==> src/rtl/ps2_pkg.sv <==
`default_nettype none
// ============================================================================
//  Module      : ps2_pkg
//  Description : Shared types, PS/2 command constants and parity helper for the
//                PS/2 host transmitter.
//  Revision    : 1.0 - initial release
// ============================================================================
package ps2_pkg;

    typedef enum logic [2:0] {
        IDLE      = 3'd0,
        INHIBIT   = 3'd1,
        RTS       = 3'd2,
        SHIFT     = 3'd3,
        ACK       = 3'd4,
        WAIT_IDLE = 3'd5
    } ps2_state_e;

    localparam logic [7:0] PS2_CMD_SET_LEDS = 8'hED;
    localparam logic [7:0] PS2_CMD_ENABLE   = 8'hF4;
    localparam logic [7:0] PS2_CMD_RESET    = 8'hFF;

    function automatic logic odd_parity(input logic [7:0] d);
        return ~^d;
    endfunction

endpackage
`default_nettype wire

==> src/rtl/ps2_host_tx_if.sv <==
`default_nettype none
// ============================================================================
//  Module      : ps2_host_tx_if
//  Description : Command handshake and completion status of the PS/2 host
//                transmitter.
//  Revision    : 1.0 - initial release
// ============================================================================
interface ps2_host_tx_if;

    logic [7:0] tx_data;
    logic       tx_valid;
    logic       tx_ready;
    logic       done;
    logic       ack_err;
    logic       timeout;

    modport master (
        output tx_data, tx_valid,
        input  tx_ready, done, ack_err, timeout
    );

    modport slave (
        input  tx_data, tx_valid,
        output tx_ready, done, ack_err, timeout
    );

endinterface
`default_nettype wire

==> src/rtl/ps2_sync_edge.sv <==
`default_nettype none
// ============================================================================
//  Module      : ps2_sync_edge
//  Description : Two-flop synchronizer for an asynchronous PS/2 pin plus a
//                registered one-cycle falling-edge pulse.
//  Revision    : 1.0 - initial release
// ============================================================================
module ps2_sync_edge (
    input  logic clk,
    input  logic rst,
    input  logic pin_i,
    output logic level_o,
    output logic fall_o
);

    logic meta_q;
    logic sync_q;
    logic prev_q;
    logic fall_q;

    // Idle PS/2 lines are high; resetting to 1 avoids a false edge after reset.
    always_ff @(posedge clk) begin
        if (rst) begin
            meta_q <= 1'b1;
            sync_q <= 1'b1;
            prev_q <= 1'b1;
            fall_q <= 1'b0;
        end else begin
            meta_q <= pin_i;
            sync_q <= meta_q;
            prev_q <= sync_q;
            fall_q <= prev_q & ~sync_q;
        end
    end

    assign level_o = sync_q;
    assign fall_o  = fall_q;

endmodule
`default_nettype wire

==> src/rtl/ps2_host_tx.sv <==
`default_nettype none
// ============================================================================
//  Module      : ps2_host_tx
//  Description : PS/2 host-to-device command transmitter (request-to-send,
//                10-bit frame shift, ACK check). Optional watchdog enabled
//                by defining PS2_TX_TIMEOUT_EN.
//  Revision    : 1.0 - initial release
// ============================================================================
module ps2_host_tx
    import ps2_pkg::*;
#(
    parameter int CLK_HZ     = 50_000_000,
    parameter int INHIBIT_US = 100,
    parameter int TIMEOUT_MS = 15
) (
    input  logic         clk,
    input  logic         rst,
    ps2_host_tx_if.slave bus,
    input  logic         ps2_clk_i,
    input  logic         ps2_data_i,
    output logic         ps2_clk_oe,
    output logic         ps2_data_oe
);

    localparam int INHIBIT_CYC = (CLK_HZ / 1_000_000) * INHIBIT_US;
    localparam int INH_W       = (INHIBIT_CYC > 1) ? $clog2(INHIBIT_CYC) : 1;
    localparam logic [INH_W-1:0] INH_LAST = INH_W'(INHIBIT_CYC - 1);

    logic clk_lvl;
    logic clk_fall;
    logic data_lvl;
    logic data_fall_unused;

    ps2_sync_edge u_sync_clk (
        .clk     (clk),
        .rst     (rst),
        .pin_i   (ps2_clk_i),
        .level_o (clk_lvl),
        .fall_o  (clk_fall)
    );

    ps2_sync_edge u_sync_data (
        .clk     (clk),
        .rst     (rst),
        .pin_i   (ps2_data_i),
        .level_o (data_lvl),
        .fall_o  (data_fall_unused)
    );

    ps2_state_e       state_q,   state_d;
    logic [9:0]       shreg_q,   shreg_d;
    logic [3:0]       bitcnt_q,  bitcnt_d;
    logic [INH_W-1:0] inh_q,     inh_d;
    logic             clk_oe_q,  clk_oe_d;
    logic             data_oe_q, data_oe_d;
    logic             ready_q,   ready_d;
    logic             done_q,    done_d;
    logic             ack_err_q, ack_err_d;
    logic             timeout_q, timeout_d;

`ifdef PS2_TX_TIMEOUT_EN
    localparam int TIMEOUT_CYC = (CLK_HZ / 1000) * TIMEOUT_MS;
    localparam int WD_W        = (TIMEOUT_CYC > 1) ? $clog2(TIMEOUT_CYC) : 1;
    localparam logic [WD_W-1:0] WD_LAST = WD_W'(TIMEOUT_CYC - 1);

    logic [WD_W-1:0] wd_q, wd_d;
`endif

    always_comb begin
        state_d   = state_q;
        shreg_d   = shreg_q;
        bitcnt_d  = bitcnt_q;
        inh_d     = inh_q;
        clk_oe_d  = clk_oe_q;
        data_oe_d = data_oe_q;
        done_d    = 1'b0;
        ack_err_d = ack_err_q;
        timeout_d = timeout_q;
`ifdef PS2_TX_TIMEOUT_EN
        wd_d      = wd_q;
`endif

        case (state_q)
            IDLE: begin
                clk_oe_d  = 1'b0;
                data_oe_d = 1'b0;
                if (bus.tx_valid && ready_q) begin
                    state_d   = INHIBIT;
                    shreg_d   = {1'b1, odd_parity(bus.tx_data), bus.tx_data};
                    inh_d     = '0;
                    clk_oe_d  = 1'b1;
                    ack_err_d = 1'b0;
                    timeout_d = 1'b0;
                end
            end
            INHIBIT: begin
                if (inh_q == INH_LAST) begin
                    state_d   = RTS;
                    data_oe_d = 1'b1;
                end else begin
                    inh_d = inh_q + 1'b1;
                end
            end
            RTS: begin
                // Data stays low as the start bit while the clock is handed back.
                state_d  = SHIFT;
                clk_oe_d = 1'b0;
                bitcnt_d = '0;
`ifdef PS2_TX_TIMEOUT_EN
                wd_d     = '0;
`endif
            end
            SHIFT: begin
                if (clk_fall) begin
                    data_oe_d = ~shreg_q[0];
                    shreg_d   = {1'b0, shreg_q[9:1]};
                    bitcnt_d  = bitcnt_q + 1'b1;
                    if (bitcnt_q == 4'd9) begin
                        state_d = ACK;
                    end
                end
            end
            ACK: begin
                if (clk_fall) begin
                    ack_err_d = data_lvl;
                    state_d   = WAIT_IDLE;
                end
            end
            WAIT_IDLE: begin
                if (clk_lvl && data_lvl) begin
                    done_d    = 1'b1;
                    timeout_d = 1'b0;
                    state_d   = IDLE;
                end
            end
            default: begin
                state_d   = IDLE;
                clk_oe_d  = 1'b0;
                data_oe_d = 1'b0;
            end
        endcase

`ifdef PS2_TX_TIMEOUT_EN
        // Watchdog overrides whatever the device phase was doing.
        if (state_q == SHIFT || state_q == ACK || state_q == WAIT_IDLE) begin
            wd_d = wd_q + 1'b1;
            if (wd_q == WD_LAST) begin
                state_d   = IDLE;
                clk_oe_d  = 1'b0;
                data_oe_d = 1'b0;
                done_d    = 1'b1;
                timeout_d = 1'b1;
                ack_err_d = 1'b1;
            end
        end
`endif

        ready_d = (state_d == IDLE);
    end

    always_ff @(posedge clk) begin
        if (rst) begin
            state_q   <= IDLE;
            shreg_q   <= '0;
            bitcnt_q  <= '0;
            inh_q     <= '0;
            clk_oe_q  <= 1'b0;
            data_oe_q <= 1'b0;
            ready_q   <= 1'b0;
            done_q    <= 1'b0;
            ack_err_q <= 1'b0;
            timeout_q <= 1'b0;
        end else begin
            state_q   <= state_d;
            shreg_q   <= shreg_d;
            bitcnt_q  <= bitcnt_d;
            inh_q     <= inh_d;
            clk_oe_q  <= clk_oe_d;
            data_oe_q <= data_oe_d;
            ready_q   <= ready_d;
            done_q    <= done_d;
            ack_err_q <= ack_err_d;
            timeout_q <= timeout_d;
        end
    end

`ifdef PS2_TX_TIMEOUT_EN
    always_ff @(posedge clk) begin
        if (rst) begin
            wd_q <= '0;
        end else begin
            wd_q <= wd_d;
        end
    end
`endif

    assign ps2_clk_oe   = clk_oe_q;
    assign ps2_data_oe  = data_oe_q;
    assign bus.tx_ready = ready_q;
    assign bus.done     = done_q;
    assign bus.ack_err  = ack_err_q;
    assign bus.timeout  = timeout_q;

endmodule
`default_nettype wire
==> src/flat_wrapper.sv <==
// flat-port wrapper written by rule: the top's interface ports become plain ports
module ps2_host_tx_flat import ps2_pkg::*;
#(
    parameter int CLK_HZ     = 50_000_000,
    parameter int INHIBIT_US = 100,
    parameter int TIMEOUT_MS = 15
)
  (clk, rst, ps2_clk_i, ps2_data_i, ps2_clk_oe, ps2_data_oe, bus_tx_data, bus_tx_valid, bus_tx_ready, bus_done, bus_ack_err, bus_timeout);
  ps2_host_tx_if bus_i ();
  input  logic clk;
  input  logic rst;
  input  logic ps2_clk_i;
  input  logic ps2_data_i;
  output logic ps2_clk_oe;
  output logic ps2_data_oe;
  input wire logic [$bits(bus_i.tx_data)-1:0] bus_tx_data;
  input wire logic [$bits(bus_i.tx_valid)-1:0] bus_tx_valid;
  output wire logic [$bits(bus_i.tx_ready)-1:0] bus_tx_ready;
  output wire logic [$bits(bus_i.done)-1:0] bus_done;
  output wire logic [$bits(bus_i.ack_err)-1:0] bus_ack_err;
  output wire logic [$bits(bus_i.timeout)-1:0] bus_timeout;
  assign bus_i.tx_data = bus_tx_data;
  assign bus_i.tx_valid = bus_tx_valid;
  assign bus_tx_ready = bus_i.tx_ready;
  assign bus_done = bus_i.done;
  assign bus_ack_err = bus_i.ack_err;
  assign bus_timeout = bus_i.timeout;
  ps2_host_tx #(.CLK_HZ(CLK_HZ), .INHIBIT_US(INHIBIT_US), .TIMEOUT_MS(TIMEOUT_MS)) u_core (.clk(clk), .rst(rst), .bus(bus_i), .ps2_clk_i(ps2_clk_i), .ps2_data_i(ps2_data_i), .ps2_clk_oe(ps2_clk_oe), .ps2_data_oe(ps2_data_oe));
endmodule
==> config.mk <==
export PLATFORM = sky130hd
export DESIGN_NAME = ps2_host_tx_flat
export DESIGN_NICKNAME = d
export VERILOG_FILES = /design/src/rtl/ps2_pkg.sv /design/src/rtl/ps2_host_tx_if.sv /design/src/rtl/ps2_sync_edge.sv /design/src/rtl/ps2_host_tx.sv /design/src/flat_wrapper.sv
export SDC_FILE = /design/constraint.sdc
export NUM_CORES = 1
export LEC_CHECK = 0
export ABC_AREA = 1
export BUFFER_PORTS_ARGS = -buffer_cell sky130_fd_sc_hd__buf_2
export CAP_MARGIN = 5
export CORE_MARGIN = 8
export CORE_UTILIZATION = 25
export CTS_BUF_LIST = sky130_fd_sc_hd__clkbuf_4 sky130_fd_sc_hd__clkbuf_8
export DETAILED_ROUTE_END_ITERATION = 8
export SYNTH_ARGS = -nofsm -noshare
export SYNTH_HDL_FRONTEND = slang
export SYNTH_HIERARCHICAL = 1
export SYNTH_SLANG_ARGS = --single-unit
==> constraint.sdc <==
create_clock -name clk -period 1.8 [get_ports clk]
set_input_delay 0.27 -clock clk [delete_from_list [all_inputs] [get_ports clk]]
set_output_delay 0.27 -clock clk [all_outputs]
set_load 0.03 [all_outputs]
==> metrics.yaml, run 1 <==
r2r_end: "u_core/inh_q[12]"
post_cts_buffers: 0
dr.first_iter.drc_count: 60
drive_gt1_frac: 0.121
hp-start: "ps2_clk_i"
dp_hpwl_um: 3570
die_area_um2: 12100
core_um2: 8640
skew_ns: 0.00883
initial_utilization: 0.255
design_power_total_mw: 1.80
antenna_found_initial: 0
htreeDepth: 2
setup_viol: 0
cts_resized: 0
hold_depth: 2
area_growth_pct: 13.3
wirelength_um: 4710
num-nets-final: 370
insertion_delay_ns: 0.29
vias: 2047
synthCells: 333
grt_max_degree: 18
diodes: 0
finalCritPeriodShare: 0.873
die_h_um: 110
avgRoutedWirePerCell_um: 10.2
gp_congestion: 0.848
yosys_warnings: 6
drtAntennaViolNets: 0
drv_cap: 0
syn_nets: 349
hold_class: "in2reg"
rsz0062_at_grt: "no"
cts_buffers: 5
grt_pass1_vias: 1936
peakVddDrop_mv: 0.303
grt_use_total: 0.0849
cp.required_ns: 2.03
crit_type: "reg2reg"
clock_sinks: 41
timing.reg2reg.worst_path_depth: 9
worstReg2RegStart: "u_core/inh_q[1]"
grt.overflow.total: 0
ctsHoldBuffers: 0
viasPerCell: 4.42
path_clk_slew_ns: 0.09
cp.arrival_ns: 1.80
netlist_area_um2: 2200
timing.final.max_slew_violations: 0
grt_pass1_wl_um: 8340
rows: 34
critPathCaptureType: "register"
hold_viol: 0
drt_pass1_iterations: 4
io_buffers: 17
tritoncts: "done"
r2r_slack_ns: 0.23
crit_path_max_fanout: 7
outcome: "completed"
final.setup.tns_ns: 0
die_w_um: 110
fmax_mhz: 637
start_kind: "register"
pin_count: 19
drcViolationCount: 0
min_to: "u_core/u_sync_clk/meta_q"
cts_buffer_depth: 2
finalCriticalPeriod_ns: 1.57
p_leak_nw: 1.08
timing.hold.ws_ns: 0.144
cts_root_buf: "clkbuf_8"
avgSynthCellArea_um2: 6.62
p_per_area_nw_per_um2: 721
routing by layer:
layer / wire length, um / track usage / up-vias
met5: 0 / 0 / -
met4: 56 / 0.0299 / 0
met3: 152 / 0.0264 / 4
met2: 2060 / 0.134 / 22
met1: 2450 / 0.107 / 911
li1: - / - / 1110
critical path, cell delays in order, from the launching register on:
cell	delay [ns]
dfxtp_1	0.39
ha_1	0.19
nand2_1	0.11
nor3_2	0.18
nand3_1	0.11
nand2_2	0.13
nand2_1	0.16
nor2_1	0.13
nor2_1	0.05
nor2_1	0.07
cell type report:
type | instances | area (um2)
Sequential cell | 41 | 821
Timing Repair Buffer | 22 | 123
Multi-Input combinational cell | 246 | 1180
Clock inverter | 3 | 21.3
Fill cell | 950 | 6140
Tap cell | 108 | 135
Clock buffer | 5 | 68.8
Inverter | 38 | 145
how the worst max path moves through the flow:
| stage | startpoint | endpoint | slack (ns) | depth (start not counted) |
|---|---|---|---|---|
| final | u_core/inh_q[1] | u_core/inh_q[12] | 0.23 | 9 |
| after global routing | u_core/inh_q[1] | u_core/inh_q[12] | 0.01 | 9 |
| after CTS | u_core/inh_q[1] | u_core/inh_q[12] | 0.23 | 9 |
| after detailed placement | u_core/inh_q[1] | u_core/inh_q[12] | 0.26 | 9 |
| after global placement | u_core/state_q[0] | u_core/inh_q[7] | 0.26 | 7 |
| after floorplan | u_core/inh_q[0] | u_core/inh_q[12] | 0.28 | 9 |
cell usage in the layout, fill, tap and decap left out, types with 3 or more instances in the layout:
cell type and instances:
dfxtp_1 41, o21ai_0 19, clkbuf_8 5, inv_1 35
nor3_1 7, nand2_2 3, a21oi_1 20, nand3_1 18
a31oi_1 9, nand4_1 5, buf_2 17, nand2_1 107
nor2_1 35, ha_1 3, buf_4 5, or2_1 5
registers in the layout (all words and copies together) (netlist names), 3 cells and up:
name / flops
u_core/shreg_q: 10
u_core/bitcnt_q: 4
u_core/state_q: 3
u_core/inh_q: 13
where the power goes:
group | leakage (nW) | internal [mW] | switching [mW]
Clock | 0.0445 | 0.275 | 0.339
Sequential | 0.334 | 0.943 | 0.0200
Combinational | 0.705 | 0.0724 | 0.151
through the flow:
step                area, um2  utilization  setup WS, ns  cells
detailed placement       2410        0.279         0.259    455
CTS                      2500        0.289         0.228    463
global placement         2410        0.279         0.261    455
global route             2500        0.289        0.0140    463
floorplan                2200            -         0.283    333
finish                   2500        0.289         0.229    463
Power figures use the tool's default switching activity.
==> run 2, diff against run 1 <==
--- a/config.mk
+++ b/config.mk
@@ -5,7 +5,6 @@
 export SDC_FILE = /design/constraint.sdc
 export NUM_CORES = 1
 export LEC_CHECK = 0
-export ABC_AREA = 1
 export BUFFER_PORTS_ARGS = -buffer_cell sky130_fd_sc_hd__buf_2
 export CAP_MARGIN = 5
 export CORE_MARGIN = 8
==> run 2 against run 1 <==
Net effect:
- core utilization up 1.5 points
- final cell count down 22%
- worst setup slack worse by 0.092 ns
- clock skew up 0.0010 ns
- area after synthesis down 12%
- via count down 16%
- power down 4.2%
- sequential power about the same
- clock-buffer cell count unchanged
- flip-flop and latch count unchanged
- critical path depth down 4
- critical path type unchanged
==> metrics.yaml, run 2 <==
pin_count: 19
p_sw_frac: 0.254
rsz0062_at_grt: "no"
num-nets-final: 274
drcViolationCount: 0
htreeDepth: 2
dr.first_iter.drc_count: 76
max_stage_delay_ns: 0.40
viasPerCell: 4.77
netlist_area_um2: 1950
insertion_delay_ns: 0.29
crit_path_max_fanout: 4
ctsHoldBuffers: 0
grt_use_total: 0.0852
core_um2: 7650
cts_buffers: 5
cp.required_ns: 2.02
layout_commonest_cell: "dfxtp_1"
crit_buf_inv: 0
finalCriticalPeriod_ns: 1.66
syn_nets: 245
drv_cap: 0
antenna_found_initial: 0
path_cells: "ha_1, nand4_1, or3_4, or3_1, a21oi_1"
yosys_warnings: 6
tritoncts: "done"
timing.final.max_slew_violations: 0
peakVddDrop_mv: 0.356
combPwrFrac: 0.124
nFillCells: 819
crit_type: "reg2reg"
initial_utilization: 0.255
cts_root_buf: "clkbuf_8"
crit_slowest_cell: "or3_4"
largestRegisters: "u_core/inh_q: 13 flops, u_core/shreg_q: 10 flops, u_core/bitcnt_q: 4 flops"
p_leak_nw: 0.810
critPathCaptureType: "register"
io_buffers: 17
final_cell_mix: "dfxtp_1 (40), nor2_1 (24), nand2_1 (19), nand3_1 (19)"
dp_hpwl_um: 3300
grt_pass1_wl_um: 7740
vias: 1712
outcome: "completed"
power_frac_clock: 0.317
p_seq_frac: 0.558
gp_congestion: 0.798
grt_max_degree: 21
avgRoutedWirePerCell_um: 12.6
area_growth_pct: 19.3
slew_headroom: 0.645
drive_gt1_frac: 0.195
clock_sinks: 41
cts_buffer_depth: 2
p_sw_uw: 439
cp.arrival_ns: 1.88
power.internal_mw: 1.29
p_per_area_nw_per_um2: 742
diodes: 0
tightestPinTransition_ns: 0.532
hold_viol: 0
start_kind: "register"
path_clk_slew_ns: 0.08
setup_viol: 0
top_register: "u_core/inh_q"
synthCells: 229
finalCritPeriodShare: 0.924
cpLargestDelayFamily: "simple AND/OR/NAND/NOR gates"
die_h_um: 104
grt.overflow.total: 0
skew_ns: 0.00985
die_w_um: 104
wirelength_um: 4530
avgSynthCellArea_um2: 8.51
die_area_um2: 10900
largest_reg_flops: 13
drt_pass1_iterations: 4
rows: 32
fmax_mhz: 601
final.setup.tns_ns: 0
grt_pass1_vias: 1664
final_util: 0.304
drtAntennaViolNets: 0
hold_class: "in2reg"
-- run 2: cell count changes in the layout (fill, tap and decap cells not counted), sizes merged, moves of 6 or more --
cell,before,now
a311oi,0,9
o21ai,21,12
nor4,0,6
nor2,37,24
nand2,112,19
a21oi,20,14
xnor2,0,12
buf,22,35
inv,39,6
a31oi,9,0
-- run 2: stage by stage --
stage	area, um2	std cells	power (mW)	hold WS [ns]	setup WS (ns)
6_report	2330	359	1.73	0.157	0.137
5_1_grt	2330	359	1.82	0.158	0.0161
4_1_cts	2310	358	1.75	0.153	0.0837
3_5_place_dp	2240	352	1.20	0.392	0.0829
3_3_place_gp	2240	352	1.20	0.392	0.136
2_1_floorplan	1950	229	1.13	0.342	0.151
-- run 2: path summary, 6_finish.rpt --
path	depth (start not counted)	to	slack (ns)	from
worst max-delay path	5	u_core/inh_q[12]	0.14	u_core/inh_q[1]
worst min-delay path	2	u_core/u_sync_data/meta_q	0.16	ps2_data_i
worst max register to register	5	u_core/inh_q[12]	0.14	u_core/inh_q[1]
worst min register to register	1	u_core/u_sync_data/level_o	0.41	u_core/u_sync_data/meta_q
-- run 2: worst reg2reg max path, cell delays in order (launching register included) --
cell     delay [ns]
dfxtp_1        0.35
ha_1           0.17
nand4_1        0.22
or3_4          0.40
or3_1          0.31
a21oi_1        0.14
-- run 2: layout make-up --
class / count / area, um2 / share of cell area
clock buffer: 5 / 68.8 / 0.0296
clock inverter: 1 / 5.00 / 0.00215
inverter: 6 / 22.5 / 0.00968
multi-input combinational: 169 / 1050 / 0.450
sequential: 41 / 822 / 0.353
tap: 102 / 128 / 0.0549
timing repair buffer: 35 / 233 / 0.100
-- run 2: per-layer routing --
layer / vias up / GRT usage / part of all wire
met5: - / 0 / 0
met4: 0 / 0.0310 / 0.011
met3: 5 / 0.0217 / 0.031
met2: 26 / 0.140 / 0.47
met1: 810 / 0.105 / 0.48
li1: 871 / - / -
-- run 2: power by group through the flow --
stage               clock network [mW]  registers [mW]  logic [mW]
floorplan                            0           0.989       0.141
detailed placement                   0           0.983       0.216
global route                     0.614           0.969       0.239
global placement                     0           0.983       0.213
CTS                              0.566           0.963       0.217
finish                           0.548           0.963       0.215
-- run 2: repair_timing --
action / in CTS / in global routing
buffers inserted: 0 / 1
resized for setup: 0 / 2
setup endpoints to repair: 0 / 1
==> run 3, diff against run 2 <==
--- a/config.mk
+++ b/config.mk
@@ -11,6 +11,7 @@
 export CORE_UTILIZATION = 25
 export CTS_BUF_LIST = sky130_fd_sc_hd__clkbuf_4 sky130_fd_sc_hd__clkbuf_8
 export DETAILED_ROUTE_END_ITERATION = 8
+export RECOVER_POWER = 50
 export SYNTH_ARGS = -nofsm -noshare
 export SYNTH_HDL_FRONTEND = slang
 export SYNTH_HIERARCHICAL = 1
==> run 3 against run 2 <==
Net effect:
- power decreased by 0.27%
- final cell count unchanged
- wire length increased by 0.29%
- cell area decreased by 0.81%
- flip-flop and latch count unchanged
- fmax decreased by 0.84%
- critical path depth unchanged
- largest power group unchanged
- highest routed layer unchanged
==> metrics.yaml, run 3 (synthesis results as in run 2) <==
outcome: "completed"
largestRegisters: "u_core/inh_q: 13 flops, u_core/shreg_q: 10 flops, u_core/bitcnt_q: 4 flops"
crit_type: "reg2reg"
top_register: "u_core/inh_q"
cp.arrival_ns: 1.82
grt_pass1_vias: 1664
dr.first_iter.drc_count: 71
p_leak_nw: 0.777
skew_ns: 0.00980
layout_commonest_cell: "dfxtp_1"
pin_count: 19
final.setup.tns_ns: 0
path_clk_slew_ns: 0.08
cpLargestDelayFamily: "simple AND/OR/NAND/NOR gates"
die_w_um: 104
combPwrFrac: 0.122
io_buffers: 17
crit_cells: 5
area_growth_pct: 18.4
viasPerCell: 4.77
tightestPinTransition_ns: 0.773
wirelength_um: 4550
crit_buf_inv: 1
rsz0062_at_grt: "no"
finalCritPeriodShare: 0.932
drive_gt1_frac: 0.160
cts_buffer_depth: 2
p_sw_uw: 439
pre_cts_ws_ns: 0.0829
hold_depth: 2
critPathCaptureType: "register"
hp-start: "ps2_data_i"
die_area_um2: 10900
vias: 1714
max_stage_delay_ns: 0.60
largest_reg_flops: 13
r2r_end: "u_core/inh_q[0]"
cp.required_ns: 1.95
drt_pass1_iterations: 4
path_cells: "or4b_1, o31ai_4, buf_12, or2_2, a21oi_1"
drcViolationCount: 0
rows: 32
peakVddDrop_mv: 0.355
p_per_area_nw_per_um2: 746
grt_max_degree: 21
power.internal_mw: 1.28
p_seq_frac: 0.560
tritoncts: "done"
p_sw_frac: 0.255
drtAntennaViolNets: 0
clock_sinks: 41
gp_congestion: 0.798
start_kind: "register"
fin_ws_ns: 0.123
num-nets-final: 274
slew_headroom: 0.485
final_cells: 359
avgRoutedWirePerCell_um: 12.7
die_h_um: 104
htreeDepth: 2
power_frac_clock: 0.318
grt_pass1_wl_um: 7740
drv_cap: 0
crit_slowest_cell: "or4b_1"
cts_buffers: 5
initial_utilization: 0.255
setup_viol: 0
final_cell_mix: "dfxtp_1 (40), nor2_1 (24), nand2_1 (19), nand3_1 (19)"
cts_root_buf: "clkbuf_8"
min_to: "u_core/u_sync_data/meta_q"
hold_class: "in2reg"
core_um2: 7650
timing.reg2reg.worst_path_depth: 5
diodes: 0
fmax_mhz: 596
r2r_slack_ns: 0.12
dp_hpwl_um: 3300
dp.cells: 352
antenna_found_initial: 0
hold_viol: 0
insertion_delay_ns: 0.29
timing.hold.ws_ns: 0.157
finalCriticalPeriod_ns: 1.68
grt_use_total: 0.0852
crit_path_max_fanout: 13
worstReg2RegStart: "u_core/inh_q[6]"
timing.final.max_slew_violations: 0
grt.overflow.total: 0
==> run 3: cell type report <==
class | count | area, um2
multi-input combinational | 169 | 1050
sequential | 41 | 822
clock inverter | 1 | 5.00
tap | 102 | 128
fill | 826 | 5340
clock buffer | 5 | 68.8
inverter | 6 | 22.5
timing repair buffer | 35 | 214
==> run 3: through the flow <==
step           power (mW)   util  area (um2)
6_report             1.72  0.302        2310
2_1_floorplan        1.13      -        1950
3_5_place_dp         1.20  0.293        2240
4_1_cts              1.75  0.302        2310
3_3_place_gp         1.20  0.293        2240
5_1_grt              1.82  0.302        2310
==> run 3: repair_timing <==
action / CTS / global route
setup buffers: 0 / 1
hold buffers: 0 / 0
gates resized for setup: 0 / 2
setup endpoints to repair: 0 / 1
==> run 3: routing by layer <==
metal  routed length (um)  track usage  part of all wire
met1                 2160        0.105              0.48
met2                 2210        0.140              0.49
met3                  130       0.0217             0.029
met4                   48       0.0310             0.011
met5                    0            0                 0
==> run 3: how the worst max path moves through the flow <==
stage	from	endpoint	slack, ns
5_1_grt	u_core/state_q[0]	u_core/bitcnt_q[3]	0.01
3_5_place_dp	u_core/inh_q[0]	u_core/inh_q[12]	0.08
3_3_place_gp	u_core/inh_q[0]	u_core/inh_q[12]	0.14
2_1_floorplan	u_core/inh_q[0]	u_core/inh_q[12]	0.15
4_1_cts	u_core/inh_q[0]	u_core/inh_q[12]	0.08
6_report	u_core/inh_q[6]	u_core/inh_q[0]	0.12
==> run 3: power by group through the flow <==
stage	Clock (mW)	Combinational, mW	Sequential [mW]
floorplan	0	0.141	0.989
global placement	0	0.213	0.983
detailed placement	0	0.216	0.983
CTS	0.566	0.217	0.963
global route	0.614	0.234	0.969
finish	0.547	0.210	0.963
